### src/rtl/x3gray_decade_counter.sv
// Decade up/down counter with Excess-3-Gray outputs.
// It cascades through ent/rco and feeds an XS3-Gray decoder directly.
module x3gray_decade_counter (
    input  logic       clk,
    input  logic       clr_,
    input  logic       load_,
    input  logic       enp,
    input  logic       ent,
    input  logic       up,
    input  logic [3:0] din,
    output logic       a,
    output logic       b,
    output logic       c,
    output logic       d,
    output logic [3:0] q_bcd,
    output logic       rco,
    output logic       err
);

    logic [3:0] n;
    logic [3:0] code;
    logic       at_max;
    logic       at_min;

    assign at_max = (n == 4'd9);
    assign at_min = (n == 4'd0);

    // State update: clear beats load, load beats count, else hold.
    // A load value above 9 is refused, and err flags it for one cycle.
    always_ff @(posedge clk) begin
        if (!clr_) begin
            n   <= 4'd0;
            err <= 1'b0;
        end else if (!load_) begin
            if (din <= 4'd9) begin
                n   <= din;
                err <= 1'b0;
            end else begin
                err <= 1'b1;
            end
        end else if (enp && ent) begin
            err <= 1'b0;
            if (up) begin
                n <= at_max ? 4'd0 : n + 4'd1;
            end else begin
                n <= at_min ? 4'd9 : n - 4'd1;
            end
        end else begin
            err <= 1'b0;
        end
    end

    // Gray(n+3) lookup from the registered count.
    // Neighbouring counts, including 9 and 0, differ in one bit.
    always_comb begin
        code = 4'b0010;
        case (n)
            4'd0:    code = 4'b0010;
            4'd1:    code = 4'b0110;
            4'd2:    code = 4'b0111;
            4'd3:    code = 4'b0101;
            4'd4:    code = 4'b0100;
            4'd5:    code = 4'b1100;
            4'd6:    code = 4'b1101;
            4'd7:    code = 4'b1111;
            4'd8:    code = 4'b1110;
            4'd9:    code = 4'b1010;
            default: code = 4'b0010;
        endcase
    end

    assign {d, c, b, a} = code;
    assign q_bcd        = n;

    // Terminal count follows ent and up without waiting for a clock edge.
    assign rco = ent & (up ? at_max : at_min);

endmodule

### config.mk
export PLATFORM = sky130hd
export DESIGN_NAME = x3gray_decade_counter
export DESIGN_NICKNAME = d
export VERILOG_FILES = /design/src/rtl/x3gray_decade_counter.sv
export SDC_FILE = /design/constraint.sdc
export NUM_CORES = 1
export LEC_CHECK = 0
export CELL_PAD_IN_SITES_DETAIL_PLACEMENT = 0
export CELL_PAD_IN_SITES_GLOBAL_PLACEMENT = 2
export CORE_UTILIZATION = 23
export CTS_BUF_LIST = sky130_fd_sc_hd__clkbuf_16
export CTS_CLUSTER_DIAMETER = 150
export DETAILED_ROUTE_END_ITERATION = 7
export PLACE_DENSITY = 0.68
export SYNTH_ARGS = -nofsm -noshare
export SYNTH_HDL_FRONTEND = slang
export SYNTH_SLANG_ARGS = --single-unit
### constraint.sdc
create_clock -name clk -period 2 [get_ports clk]
set_clock_uncertainty 0.1 [all_clocks]
set_input_delay 0.4 -clock clk [delete_from_list [all_inputs] [get_ports clk]]
set_output_delay 0.4 -clock clk [all_outputs]
set_load 0.05 [all_outputs]
# == Word-level counts from Yosys, hierarchy flattened ==
# Memory sizes are Yosys's and may differ from the RTL's. A register that Yosys moved wholly into a read port is not among the register bits.
# Index checks and enable logic that the tools add are counted.
# word_totals
output_inout_bits,10
mem_count,1
elab_cells,25
ff_bits,5
romBits,64
# mem_list
memory,depth,width,read_ports,rd_ports_with_merged_regs,write_ports,line,rtl
(name not given),16,4,1,1,0,57,case (n)
# classes
n_eq_ne,2
addsub,2
reduce_logical,5
order_cmp,1
mux,10
n_bitwise,2
# ops
operator,n
4-bit 2-to-1 mux,8
4-bit by 1-bit adder with 4-bit output (second input constant),1
4-bit equality test (second input constant),1
4-bit <= comparator (second input constant),1
4-bit logical NOT,1
4-bit by 1-bit subtractor with 4-bit output (second input constant),1
1-bit 2-to-1 mux,2
2-bit by 1-bit != test with 1-bit output (second input constant),1
2-bit AND reduction,1
2-bit nonzero test,1
2-bit OR reduction,1
1-bit bitwise AND,1
1-bit logical AND,1
1-bit inverter,1

# == Longest topological paths before layout ==
# Gate-level depths: netlist of run 1.
# logic_depth
word_depth,7
ltp_mapped,8

# == Worst setup path after synthesis of run 1 ==
# Ideal clock, no wire load.
# synth_timing
path_kind,flip-flop to output port
from,"register n[0], in the netlist q_bcd[0]"
to,output port rco
stages_incl_launch_ff,5
arrival_ns,2.391
setup_slack_ns,-0.891
path_cell_list,dfxtp_1 ha_1 and2_1 a22oi_1 nor3b_1
# synth_between
elab_chain_len,3
word_cells_on_any_way,4
cone_classes,eq/ne (1); mux (1); bitwise (1); reduce/logical (1)
# synth_rtl
element,line,rtl
from (decl),20,logic [3:0] n;
from (signal assigned),36,n <= din;
from (signal assigned),44,n <= at_max ? 4'd0 : n + 4'd1;
from (signal assigned),46,n <= at_min ? 4'd9 : n - 4'd1;
4-bit equality test / 4-bit logical NOT (equally long branches),"25, 26",
1-bit 2-to-1 mux (*),76,assign rco = ent & (up ? at_max : at_min);
1-bit bitwise AND (*),76,
to (decl),16,"output logic rco,"
# Every way passes the cells marked *; elsewhere a longest branch is shown, timed or not.

# == Worst setup path after layout of run 1 ==
# layout_timing
from,"register n[1], in the netlist q_bcd[1]"
to,output port rco
# Same word-level chain as after synthesis.

==> results of run 1 <==
[through the flow]
| step | setup TNS [ps] | utilization, % | area, µm² | total power [µW] |
|---|---|---|---|---|
| final | 0 | 42.5 | 1170 | 870 |
| after global routing | -23.1 | 42.5 | 1170 | 919 |
| after CTS | 0 | 39.4 | 1090 | 858 |
| after detailed placement | -1970 | 35.8 | 987 | 500 |
| after global placement | -1980 | 35.8 | 987 | 500 |
| after floorplan | 0 | - | 688 | 392 |
[kinds of logic after synthesis]
kind of cell | share of synthesized area, %
compound gates | 23.3
flops | 27.0
fa+ha+maj | 5.63
simple gates | 34.0
buf+inv | 5.82
mux | 1.69
xor+xnor | 2.63
[routing by layer]
layer | vias up | wire length, µm | track usage, %
met1 | 314 | 861 | 15.8
met5 | - | 0 | 0
met2 | 16 | 904 | 21.2
met4 | 0 | 48 | 8.36
li1 | 353 | - | -
met3 | 5 | 91 | 3.49
[path summary, 6_finish.rpt]
check	from	to	slack [ps]	cells after the start
setup reg to reg	q_bcd[0]	code[2]	100	8
hold / removal	din[1]	err	600	4
setup / recovery	q_bcd[1]	rco	70	6
hold reg to reg	q_bcd[2]	q_bcd[2]	700	3
[power breakdown]
group | internal [µW] | switching [µW] | total (µW) | leakage (µW)
clock | 261 | 83.8 | 345 | 0.0000423
combinational | 144 | 163 | 307 | 0.000404
sequential | 198 | 20.2 | 218 | 0.0000762
[area by class of cell]
| class | instances | area, µm² | share of cell area [%] |
|---|---|---|---|
| multi-input combinational | 58 | 514 | 43.9 |
| timing repair buffer | 37 | 332 | 28.3 |
| sequential | 9 | 190 | 16.2 |
| clock buffer | 3 | 75.1 | 6.40 |
| tap | 31 | 38.8 | 3.31 |
| inverter | 5 | 18.8 | 1.60 |
| clock inverter | 1 | 3.75 | 0.320 |
[flip-flops by register name, summed over array words and instances (netlist names)]
register  count
code          4
err           1
q_bcd         4
[layout by cell type, fill, tap and decap left out, types with 2 or more instances in the layout]
cell / synthesis / layout
nor2_1: 7 / 7
nand3b_1: 2 / 2
a22oi_2: 1 / 2
clkbuf_16: 0 / 3
nand3_1: 3 / 3
nand2b_1: 4 / 4
dfxtp_4: 0 / 2
inv_1: 5 / 4
dfxtp_1: 9 / 5
a211oi_2: 2 / 3
nand2_1: 3 / 3
clkdlybuf4s50_1: 0 / 7
inv_2: 0 / 2
ha_4: 0 / 2
dlymetal6s2s_1: 0 / 4
dfxtp_2: 0 / 2
o2111ai_1: 2 / 2
buf_4: 2 / 22
dlygate4sd2_1: 0 / 3
[worst reg2reg max path, cell delays in order (launching register included)]
cell,delay (ps)
dfxtp_4,380
inv_2,60
ha_4,260
o21ai_0,70
a32o_1,230
a22oi_2,220
nand4_1,160
xnor2_1,160
and2_1,150
[timing repair]
action / CTS / global route
endpoints found under the setup margin: 5 / 4
pin swaps: 8 / 6
buffers inserted: 0 / 6
gates resized for setup: 9 / 11
==> flow_metrics.env, run 1 <==
export IMPL_routedWlPerCell_um=13.2
export IMPL_ios=20
export IMPL_finalNetCount=127
export IMPL_io_buffer_count=19
export IMPL_status="finished clean"
export IMPL_path_delay_family="simple AND/OR/NAND/NOR gates"
export IMPL_synth_top_area_share_pct=27.0
export IMPL_grt_total_usage_pct=13.3
export IMPL_finalHoldViolCount=0
export IMPL_cts_made_buffers=3
export IMPL_dp_hpwl_um=1330
export IMPL_routed_via_density=4.78
export IMPL_max_slew_margin_pct=66.3
export IMPL_drc=0
export IMPL_grt_antenna_before_repair=0
export IMPL_p_leak_uw=0.000523
export IMPL_min_period_ps=1930
export IMPL_synth_area_um2=667
export IMPL_die_height_um=55.8
export IMPL_dieWidth_um=55.8
export IMPL_synth_seq_area_share_pct=27.0
export IMPL_yosys_area_top_type="dfxtp_1"
export IMPL_synth_flop_cell="dfxtp_1"
export IMPL_yosys_top_cells_area="dfxtp_1, ha_1, nor2_1"
export IMPL_crit_fanout=4
export IMPL_initial_core_util_pct=24.2
export IMPL_cts_tree="yes"
export IMPL_powerDensity_nw_per_um2=742
export IMPL_maxCapViolCount=0
export IMPL_grt_pass1_wl_um=3130
export IMPL_syn_inst=75
export IMPL_htreeDepth=1
export IMPL_cts_hold_buf=0
export IMPL_arrival_ps=1430
export IMPL_post_place_cells=134
export IMPL_gp_congestion=0.818
export IMPL_first_iter_violations=12
export IMPL_insertion_delay_ps=230
export IMPL_grt_max_degree=15
export IMPL_layoutNonFillerInstCount=144
export IMPL_yosys_register_bits=9
export IMPL_whs_ps=598
export IMPL_cpPeakStageDelay_ps=350
export IMPL_crit_path_cell_trace="inv_2, ha_4, and2_4, a22oi_2, nor3b_4, buf_12"
export IMPL_irDropWorstVdd_mv=0.496
export IMPL_yosysUniqueCellTypes=41
export IMPL_synth_top_cells_by_count="dfxtp_1, nor2_1, inv_1, nand2b_1"
export IMPL_hold_path_class="input port to register"
export IMPL_worst_setup_path_start_kind="register"
export IMPL_avgSynthCellArea_um2=8.89
export IMPL_fmax_mhz=517
export IMPL_worst_pin_slew_ps=504
export IMPL_grt_pass1_vias=703
export IMPL_rsz0062_at_grt="yes"
export IMPL_num_rows=19
export IMPL_overflow=0
export IMPL_fp_coreArea_um2=2760
export IMPL_crit_buf_inv=2
export IMPL_cp_slowest_cell="dfxtp_4"
export IMPL_syn2layout_area_growth_pct=75.8
export IMPL_clk_pin_slew_ps=40
export IMPL_required_ps=1500
export IMPL_firstDrtPassIters=3
export IMPL_critPathCaptureType="primary output"
export IMPL_ys_warn_count=0
export IMPL_nFillCells=281
export IMPL_crit_type="register to primary output"
export IMPL_drv_slew=0
export IMPL_wl_um=1910
export IMPL_vias=688
export IMPL_cts_sinks=9
export IMPL_drive_above_1_share_pct=44.2
export IMPL_synthesis_nets=88
export IMPL_dp_slack_ps=-366
export IMPL_clockBufferDepth=2
export IMPL_root_buffer="clkbuf_16"
export IMPL_diodes=0
export IMPL_finalCritPeriodShare_pct=96.7
export IMPL_synth_edff_count=0
export IMPL_die_area_um2=3120
export IMPL_post_synth_top_count_cell="dfxtp_1"
export IMPL_ys_async_sr_fraction_pct=0
export IMPL_final_setup_viol_count=0
export IMPL_ant_nets=0
export IMPL_worst_slack_ps=66.4
No activity file was read; power rests on OpenSTA's default activity.
==> run 2, diff against run 1 <==
--- a/config.mk
+++ b/config.mk
@@ -11,6 +11,8 @@
 export CTS_BUF_LIST = sky130_fd_sc_hd__clkbuf_16
 export CTS_CLUSTER_DIAMETER = 150
+export CTS_CLUSTER_SIZE = 28
 export DETAILED_ROUTE_END_ITERATION = 7
 export PLACE_DENSITY = 0.68
+export REMOVE_ABC_BUFFERS = 1
 export SYNTH_ARGS = -nofsm -noshare
 export SYNTH_HDL_FRONTEND = slang
==> constraint.sdc (replaced) <==
create_clock -name clk -period 2 [get_ports clk]
set_clock_uncertainty 0.1 [all_clocks]
set_input_delay 0.5 -clock clk [delete_from_list [all_inputs] [get_ports clk]]
set_output_delay 0.5 -clock clk [all_outputs]
set_load 0.05 [all_outputs]
==> flow_metrics.env, run 2 (synthesis results as in run 1) <==
export IMPL_grt_pass1_wl_um=3160
export IMPL_diodes=0
export IMPL_power_frac_clock_pct=38.8
export IMPL_p_leak_uw=0.000526
export IMPL_finalCritPeriodShare_pct=99.0
export IMPL_crit_path_cell_trace="inv_2, ha_4, and2_4, a22oi_2, nor3b_2, clkbuf_16"
export IMPL_grt_pass1_vias=733
export IMPL_routed_via_density=4.90
export IMPL_vias=720
export IMPL_worst_pin_slew_ps=377
export IMPL_rr_worst_depth=10
export IMPL_htreeDepth=1
export IMPL_insertion_delay_ps=240
export IMPL_cts_sinks=9
export IMPL_status="finished clean"
export IMPL_grt_max_degree=13
export IMPL_final_setup_viol_count=0
export IMPL_cp_slowest_cell="dfxtp_2"
export IMPL_firstDrtPassIters=4
export IMPL_maxCapViolCount=0
export IMPL_post_place_cells=140
export IMPL_drc=0
export IMPL_irDropWorstVdd_mv=0.693
export IMPL_whs_ps=538
export IMPL_io_buffer_count=19
export IMPL_crit_fanout=2
export IMPL_cts_hold_buf=0
export IMPL_sw_frac_of_total_pct=30.7
export IMPL_die_height_um=55.8
export IMPL_critPathCaptureType="primary output"
export IMPL_die_area_um2=3120
export IMPL_num_rows=19
export IMPL_drv_slew=0
export IMPL_cpPeakStageDelay_ps=320
export IMPL_ant_nets=0
export IMPL_fmax_mhz=505
export IMPL_nFillCells=283
export IMPL_required_ps=1400
export IMPL_power_uw=901
export IMPL_cts_made_buffers=3
export IMPL_overflow=0
export IMPL_final_cell_mix="buf_4, nor2_1, dfxtp_1, dlygate4sd2_1"
export IMPL_rsz0062_at_grt="yes"
export IMPL_max_slew_margin_pct=74.8
export IMPL_layoutNonFillerInstCount=147
export IMPL_dieWidth_um=55.8
export IMPL_seqPwrFrac_pct=23.7
export IMPL_dp_slack_ps=-460
export IMPL_pwr_share_comb_pct=37.4
export IMPL_initial_core_util_pct=24.2
export IMPL_hold_path_class="register to register"
export IMPL_powerDensity_nw_per_um2=736
export IMPL_fp_coreArea_um2=2760
export IMPL_first_iter_violations=9
export IMPL_cts_tree="yes"
export IMPL_worst_slack_ps=19.1
export IMPL_grt_antenna_before_repair=0
export IMPL_min_period_ps=1980
export IMPL_gp_congestion=0.762
export IMPL_ios=20
export IMPL_dp_hpwl_um=1430
export IMPL_crit_type="register to primary output"
export IMPL_final_common_cell="buf_4"
export IMPL_finalHoldViolCount=0
export IMPL_wl_um=1910
export IMPL_p_int_uw=624
export IMPL_p_sw_uw=277
export IMPL_worst_setup_path_start_kind="register"
export IMPL_syn2layout_area_growth_pct=83.7
export IMPL_clockBufferDepth=2
export IMPL_clk_pin_slew_ps=40
export IMPL_hold_depth=2
export IMPL_root_buffer="clkbuf_16"
export IMPL_crit_buf_inv=2
export IMPL_grt_total_usage_pct=12.8
export IMPL_routedWlPerCell_um=13.0
export IMPL_drive_above_1_share_pct=55.2
export IMPL_cp_depth=6
export IMPL_path_delay_family="simple AND/OR/NAND/NOR gates"
export IMPL_arrival_ps=1380
export IMPL_finalNetCount=130
-- run 2: changes by cell type in the layout (fill, tap and decap cells not counted), moves of 3 or more --
cell	before	now
clkdlybuf4s50_1	7	2
buf_4	22	26
dlymetal6s2s_1	4	0
buf_12	1	4
-- run 2: through the flow --
step	area [µm²]	setup TNS (ps)	util, %
5_1_grt	1220	-143	44.4
3_3_place_gp	1050	-2880	38.0
2_1_floorplan	647	-1760	-
4_1_cts	1170	-9.51	42.6
6_report	1220	0	44.4
3_5_place_dp	1050	-2870	38.0
-- run 2: final cells by class --
| type | count | area (µm²) | share of cell area (%) |
|---|---|---|---|
| Multi-Input combinational cell | 58 | 519 | 42.4 |
| Timing Repair Buffer | 40 | 380 | 31.1 |
| Sequential cell | 9 | 188 | 15.3 |
| Clock buffer | 3 | 75.1 | 6.13 |
| Tap cell | 31 | 38.8 | 3.17 |
| Inverter | 5 | 18.8 | 1.53 |
| Clock inverter | 1 | 5.00 | 0.409 |
-- run 2: path summary, 6_finish.rpt --
check	from	endpoint	slack, ps
worst max-delay path	q_bcd[1]	rco	20
worst min-delay path	q_bcd[2]	q_bcd[2]	540
worst max register to register	q_bcd[1]	code[3]	40
worst min register to register	q_bcd[2]	q_bcd[2]	540
-- run 2: layer usage --
metal	wire length [µm]	track usage [%]	share of wire [%]
met3	69	1.86	3.6
met4	28	6.27	1.5
met2	913	21.7	48
met1	894	15.8	47
met5	0	0	0
-- run 2: worst min-delay path, cell delays in order, from the launching register on --
cell and delay (ps):
dfxtp_2 370, nand2_1 120, a21oi_1 90
-- run 2: timing repair --
| item | in CTS | in global routing |
|---|---|---|
| buffers inserted | 1 | 3 |
| pin swaps | 9 | 12 |
| resized for setup | 24 | 11 |
| setup endpoints to repair | 6 | 4 |
-- run 2: power by group through the flow --
stage	clock network, µW	registers (µW)	logic [µW]
floorplan	0	276	104
global placement	0	215	310
detailed placement	0	214	311
CTS	358	214	319
global route	369	217	360
finish	350	214	337
==> patch 1, RTL diff (config.mk and constraints of run 1) <==
Put a register stage on the output `a`. The value now appears one clock later. The other outputs are not delayed to match.
--- a/src/rtl/x3gray_decade_counter.sv
+++ b/src/rtl/x3gray_decade_counter.sv
@@ -16,6 +16,8 @@
     output logic       rco,
     output logic       err
 );
+
+    logic a_d;
 
     logic [3:0] n;
     logic [3:0] code;
@@ -69,11 +71,15 @@
         endcase
     end
 
-    assign {d, c, b, a} = code;
+    assign {d, c, b, a_d} = code;
     assign q_bcd        = n;
 
     // Terminal count follows ent and up without waiting for a clock edge.
     assign rco = ent & (up ? at_max : at_min);
 
+    always_ff @(posedge clk) begin
+        a <= a_d;
+    end
+
 endmodule
 
Check against the original RTL: not equivalent (Yosys sat finds a counterexample within 4 cycles, from zero or initial values).
==> patch 1 against run 1 <==
- synthesized area grew 3.0%
- maximum frequency shrank 0.17%
- worst setup slack lost 0.0034 ns
- cell area is the same
- total power grew 2.7%
- clock power grew 2%
- largest cell class unchanged
- wire length shrank 4.4%
- sequential cell count grew 1
==> patch 1: results (changes against run 1) <==
| Metric | Value |
|---|---|
| Status | `finished clean` |
| Avg Inst Size Synth | `9.04 µm² (+1.6%)` |
| Proportion of layout cells with a drive suffix above 1 | `0.430 (-0.0127)` |
| Number of cells on the worst reg-to-reg path | `9 (+1)` |
| Worst ir drop on vdd | `0.572 mV (+15%)` |
| M1 wire length | `856 µm (-0.58%)` |
| Number of global-route vias before repair | `692 (-1.6%)` |
| Startpoint of the tightest hold check path | `code[0]$_SDFF_PP0_` |
| WL met3 | `98 µm (+7.7%)` |
| Maximum fanout along the worst path | `3 (-1)` |
| Worst hold path class | `reg2reg` |
| Post-Place Setup Slack | `-0.393 ns (-0.0275 ns)` |
| First-pass GRT wire length | `3060 µm (-2.2%)` |
| Most numerous cell types in the synthesized netlist | `sky130_fd_sc_hd__dfxtp_1 (10), sky130_fd_sc_hd__nor2_1 (7), sky130_fd_sc_hd__inv_1 (5)` |
| Placed cell areas | `1010 µm² (+2.8%)` |
| Largest stage delay on the critical path | `0.33 ns (-0.02 ns)` |
| Post-DR vias/cell | `5.00 (+4.7%)` |
| Placer's final routability congestion estimate | `0.720 (-12%)` |
| Capture instance of the worst register-to-register path | `code[1]$_SDFF_PP1_` |
| Transition time of the tightest slew-check pin | `0.509 ns (+0.00461 ns)` |
| Main area contributors after synthesis | `sky130_fd_sc_hd__dfxtp_1 (29%), sky130_fd_sc_hd__ha_1 (5.5%), sky130_fd_sc_hd__nor2_1 (3.8%), sky130_fd_sc_hd__a211oi_2 (3.6%), sky130_fd_sc_hd__nand2b_1 (3.6%)` |
| Number of vias after detailed routing | `725 (+5.4%)` |
| Standby leakage power | `0.517 nW (-1.1%)` |
| Seq. cell area | `210 µm² (+11%)` |
| Violation count after the first detailed-route iteration | `12 (unchanged)` |
| GRT Resource Usage Total | `0.122 (-0.0110)` |
| Worst-case hold path end point | `a$_DFF_P_` |
| Syn_nets | `89 (+1.1%)` |
| Met3 demand-to-capacity share in global routing | `0.0230 (-0.0118)` |
| Number of nets in the layout | `128 (+0.79%)` |
| Number of buffers inserted to repair setup after CTS | `2 (+2)` |
| Wire length reported by the detailed router | `1820 µm (-4.4%)` |
| Cell family contributing the most delay on the critical path | `simple AND/OR/NAND/NOR gates` |
| DR WL met2 | `822 µm (-9.1%)` |
| Number of filler cells placed in the layout | `277 (-1.4%)` |
| Cell depth of the worst min-delay path | `0 (-4)` |
| Met1 global-route usage | `0.149 (-0.00830)` |
==> patch 1: cell types whose count changed after synthesis, sizes merged <==
cell   before  now
dfxtp       9   10
==> patch 1: logic make-up after synthesis <==
family | share of synthesized area
buf+inv | 0.0565
xor+xnor | 0.0255
flops | 0.291
fa+ha+maj | 0.0547
simple gates | 0.330
mux | 0.0164
compound gates | 0.226
==> patch 1: area by class of cell <==
class / instances / area share
multi-input combinational: 58 / 0.425
timing repair buffer: 37 / 0.280
sequential: 10 / 0.179
clock buffer: 3 / 0.0640
tap: 31 / 0.0331
inverter: 5 / 0.0160
clock inverter: 1 / 0.00320
==> patch 1: worst register-to-register path, delay by kind of cell (launching register included) <==
family / cells / cell delay (ns)
AOI/OAI and AO/OA: 3 / 0.51
xor gates and xnor gates: 1 / 0.16
adders and majority gates: 1 / 0.31
buffers and inverters: 2 / 0.22
DFF: 1 / 0.36
and+or+nand+nor: 2 / 0.13
==> patch 1: worst max-delay path by stage <==
| stage | startpoint | end | slack (ns) | cells after the start |
|---|---|---|---|---|
| floorplan | q_bcd[3]$_SDFFE_PN0N_ | rco | 0.02 | 4 |
| global placement | din[1] | code[3]$_DFF_P_ | -0.40 | 7 |
| detailed placement | din[1] | code[3]$_DFF_P_ | -0.39 | 7 |
| CTS | q_bcd[0]$_SDFFE_PN0N_ | rco | 0.01 | 5 |
| global route | q_bcd[0]$_SDFFE_PN0N_ | code[1]$_SDFF_PP1_ | -0.007 | 9 |
| finish | q_bcd[1]$_SDFFE_PN0N_ | rco | 0.06 | 6 |
==> patch 1: where the power goes <==
group	internal [mW]	total, mW	switching, mW	leakage, nW
clock network	0.262	0.352	0.0903	0.0385
logic	0.142	0.304	0.162	0.394
registers	0.220	0.238	0.0177	0.0844
==> patch 2, RTL diff (settings of run 1) <==
Made on the original files. Add an input register stage for `clr_`, `load_`, `enp`, `ent`, `up` and `din`; this delays them by one clock.
--- a/src/rtl/x3gray_decade_counter.sv
+++ b/src/rtl/x3gray_decade_counter.sv
@@ -17,6 +17,22 @@
     output logic       err
 );
 
+    logic clr__q;
+    logic load__q;
+    logic enp_q;
+    logic ent_q;
+    logic up_q;
+    logic [3:0] din_q;
+
+    always_ff @(posedge clk) begin
+        clr__q  <= clr_;
+        load__q <= load_;
+        enp_q   <= enp;
+        ent_q   <= ent;
+        up_q    <= up;
+        din_q   <= din;
+    end
+
     logic [3:0] n;
     logic [3:0] code;
     logic       at_max;
@@ -28,19 +44,19 @@
     // State update: clear beats load, load beats count, else hold.
     // A load value above 9 is refused, and err flags it for one cycle.
     always_ff @(posedge clk) begin
-        if (!clr_) begin
+        if (!clr__q) begin
             n   <= 4'd0;
             err <= 1'b0;
-        end else if (!load_) begin
-            if (din <= 4'd9) begin
-                n   <= din;
+        end else if (!load__q) begin
+            if (din_q <= 4'd9) begin
+                n   <= din_q;
                 err <= 1'b0;
             end else begin
                 err <= 1'b1;
             end
-        end else if (enp && ent) begin
+        end else if (enp_q && ent_q) begin
             err <= 1'b0;
-            if (up) begin
+            if (up_q) begin
                 n <= at_max ? 4'd0 : n + 4'd1;
             end else begin
                 n <= at_min ? 4'd9 : n - 4'd1;
@@ -73,7 +89,7 @@
     assign q_bcd        = n;
 
     // Terminal count follows ent and up without waiting for a clock edge.
-    assign rco = ent & (up ? at_max : at_min);
+    assign rco = ent_q & (up_q ? at_max : at_min);
 
 endmodule
 
Check against the original RTL: not equivalent (a bounded check fails within 4 cycles, from zero or initial values).
==> patch 2 against run 1 <==
- core utilization decreased by 5.3 points
- synthesized area increased by 27%
- worst setup slack got worse by 0.048 ns
- cell area increased by 9.2%
- total power increased by 27%
- wire length decreased by 6.3%
- critical endpoint is now code[2]$_DFF_P_
- maximum frequency decreased by 2.4%
- sequential cell count increased by 9
- clock power increased by 13%
- highest routed layer unchanged
==> patch 2: results (changes against run 1) <==
| Metric | Value |
|---|---|
| Status | `finished clean` |
| Global Route met2 Usage | `0.163 (-0.0487)` |
| Main area contributors after synthesis | `sky130_fd_sc_hd__dfxtp_1 (42%), sky130_fd_sc_hd__ha_1 (4.4%), sky130_fd_sc_hd__o211ai_1 (3.5%), sky130_fd_sc_hd__o32ai_4 (3.2%), sky130_fd_sc_hd__xnor2_1 (3.1%)` |
| Largest stage delay on the critical path | `0.48 ns (+0.13 ns)` |
| Last element of the critical path | `code[2]$_DFF_P_` |
| Distinct cell type count after synthesis | `40 (-2.4%)` |
| Met1 global-route usage | `0.128 (-0.0291)` |
| Worst hold path class | `reg2reg` |
| Met3 demand-to-capacity share in global routing | `0.0237 (-0.0112)` |
| Worst slew margin relative to its limit | `0.673 (+0.0104)` |
| Cell type of the slowest stage on the worst timing path | `sky130_fd_sc_hd__or4b_4` |
| First-pass iteration count of the detailed router | `4 (+1)` |
| Portion of synthesized cell area occupied by the leading cell type | `0.425 (+0.155)` |
| Syn_nets | `94 (+6.8%)` |
| Number of vias after detailed routing | `693 (+0.73%)` |
| First-pass GRT wire length | `3150 µm (+0.90%)` |
| Detail-routed net length per standard cell | `11.4 µm (-14%)` |
| Net Sw Power | `311 µW (+16%)` |
| Placed wire-length estimate | `1370 µm (+3.0%)` |
| Post-Place Setup Slack | `-0.0133 ns (+0.353 ns)` |
| Proportion of layout cells with a drive suffix above 1 | `0.355 (-0.0879)` |
| Most numerous cell types in the synthesized netlist | `sky130_fd_sc_hd__dfxtp_1 (18), sky130_fd_sc_hd__inv_1 (6), sky130_fd_sc_hd__nand2_1 (5)` |
| Seq/Total Area, Yosys | `0.425 (+0.155)` |
| GRT Resource Usage Total | `0.107 (-0.0254)` |
| Final setup margin | `0.0182 ns (-0.0481 ns)` |
| Number of global-route vias before repair | `664 (-5.5%)` |
| Worst ir drop on vdd | `0.337 mV (-32%)` |
| Port bufs | `19 (unchanged)` |
| Worst Path Arrival | `2.02 ns (+0.59 ns)` |
| Largest net degree at the start of global routing | `11 (-4)` |
| Violation count after the first detailed-route iteration | `16 (+4)` |
| Placer's final routability congestion estimate | `0.729 (-11%)` |
| Number of nets in the layout | `124 (-2.4%)` |
## patch 2: per-layer routing
metal / up-vias / wire (µm)
met3: 2 / 54
met1: 323 / 818
met4: 0 / 42
li1: 355 / -
met2: 13 / 870
met5: - / 0
## patch 2: how the worst min path moves through the flow
stage	start	end	slack [ns]	depth (start not counted)
after floorplan	clr_	clr__q$_DFF_P_	0.33	0
after global placement	clr__q$_DFF_P_	q_bcd[1]$_SDFFE_PN0N_	0.48	1
after detailed placement	clr__q$_DFF_P_	q_bcd[1]$_SDFFE_PN0N_	0.48	1
after CTS	clr__q$_DFF_P_	q_bcd[1]$_SDFFE_PN0N_	0.49	1
after global routing	ent	ent_q$_DFF_P_	0.50	1
final	clr__q$_DFF_P_	q_bcd[1]$_SDFFE_PN0N_	0.49	1
## patch 2: power groups by stage
| stage | Combinational, mW | Sequential [mW] | Clock (mW) |
|---|---|---|---|
| after floorplan | 0.131 | 0.483 | 0 |
| after global placement | 0.293 | 0.418 | 0 |
| after detailed placement | 0.296 | 0.418 | 0 |
| after CTS | 0.301 | 0.412 | 0.404 |
| after global routing | 0.322 | 0.415 | 0.423 |
| final | 0.302 | 0.412 | 0.390 |
## patch 2: final cells by class
cell class / count / area (µm²)
fill: 342 / 2160
multi-input combinational: 55 / 494
sequential: 18 / 370
timing repair buffer: 27 / 251
clock buffer: 3 / 75.1
tap: 46 / 57.6
inverter: 6 / 27.5
clock inverter: 1 / 3.75
## patch 2: logic make-up after synthesis
| logic type | count (synthesis) | share of synthesized area |
|---|---|---|
| DFF | 18 | 0.425 |
| muxes | 2 | 0.0295 |
| AOI/OAI and AO/OA | 21 | 0.226 |
| and+or+nand+nor | 26 | 0.199 |
| xor gates and xnor gates | 3 | 0.0310 |
| adders and majority gates | 3 | 0.0443 |
| buffers and inverters | 8 | 0.0457 |
## patch 2: metrics by stage
step / instances / setup TNS, ns / cell area [µm²]
global placement: 152 / 0 / 1170
CTS: 156 / 0 / 1270
detailed placement: 152 / -0.0133 / 1170
finish: 156 / 0 / 1280
global route: 156 / -0.139 / 1280
floorplan: 81 / -0.171 / 883
## patch 2: what timing repair did
action	in CTS	in global routing
endpoints found under the setup margin	2	5
cloned	0	0
pin swaps	2	2
endpoints found under the hold margin	0	0
buffers inserted	0	0
hold buffers	0	0
gates resized for setup	5	2
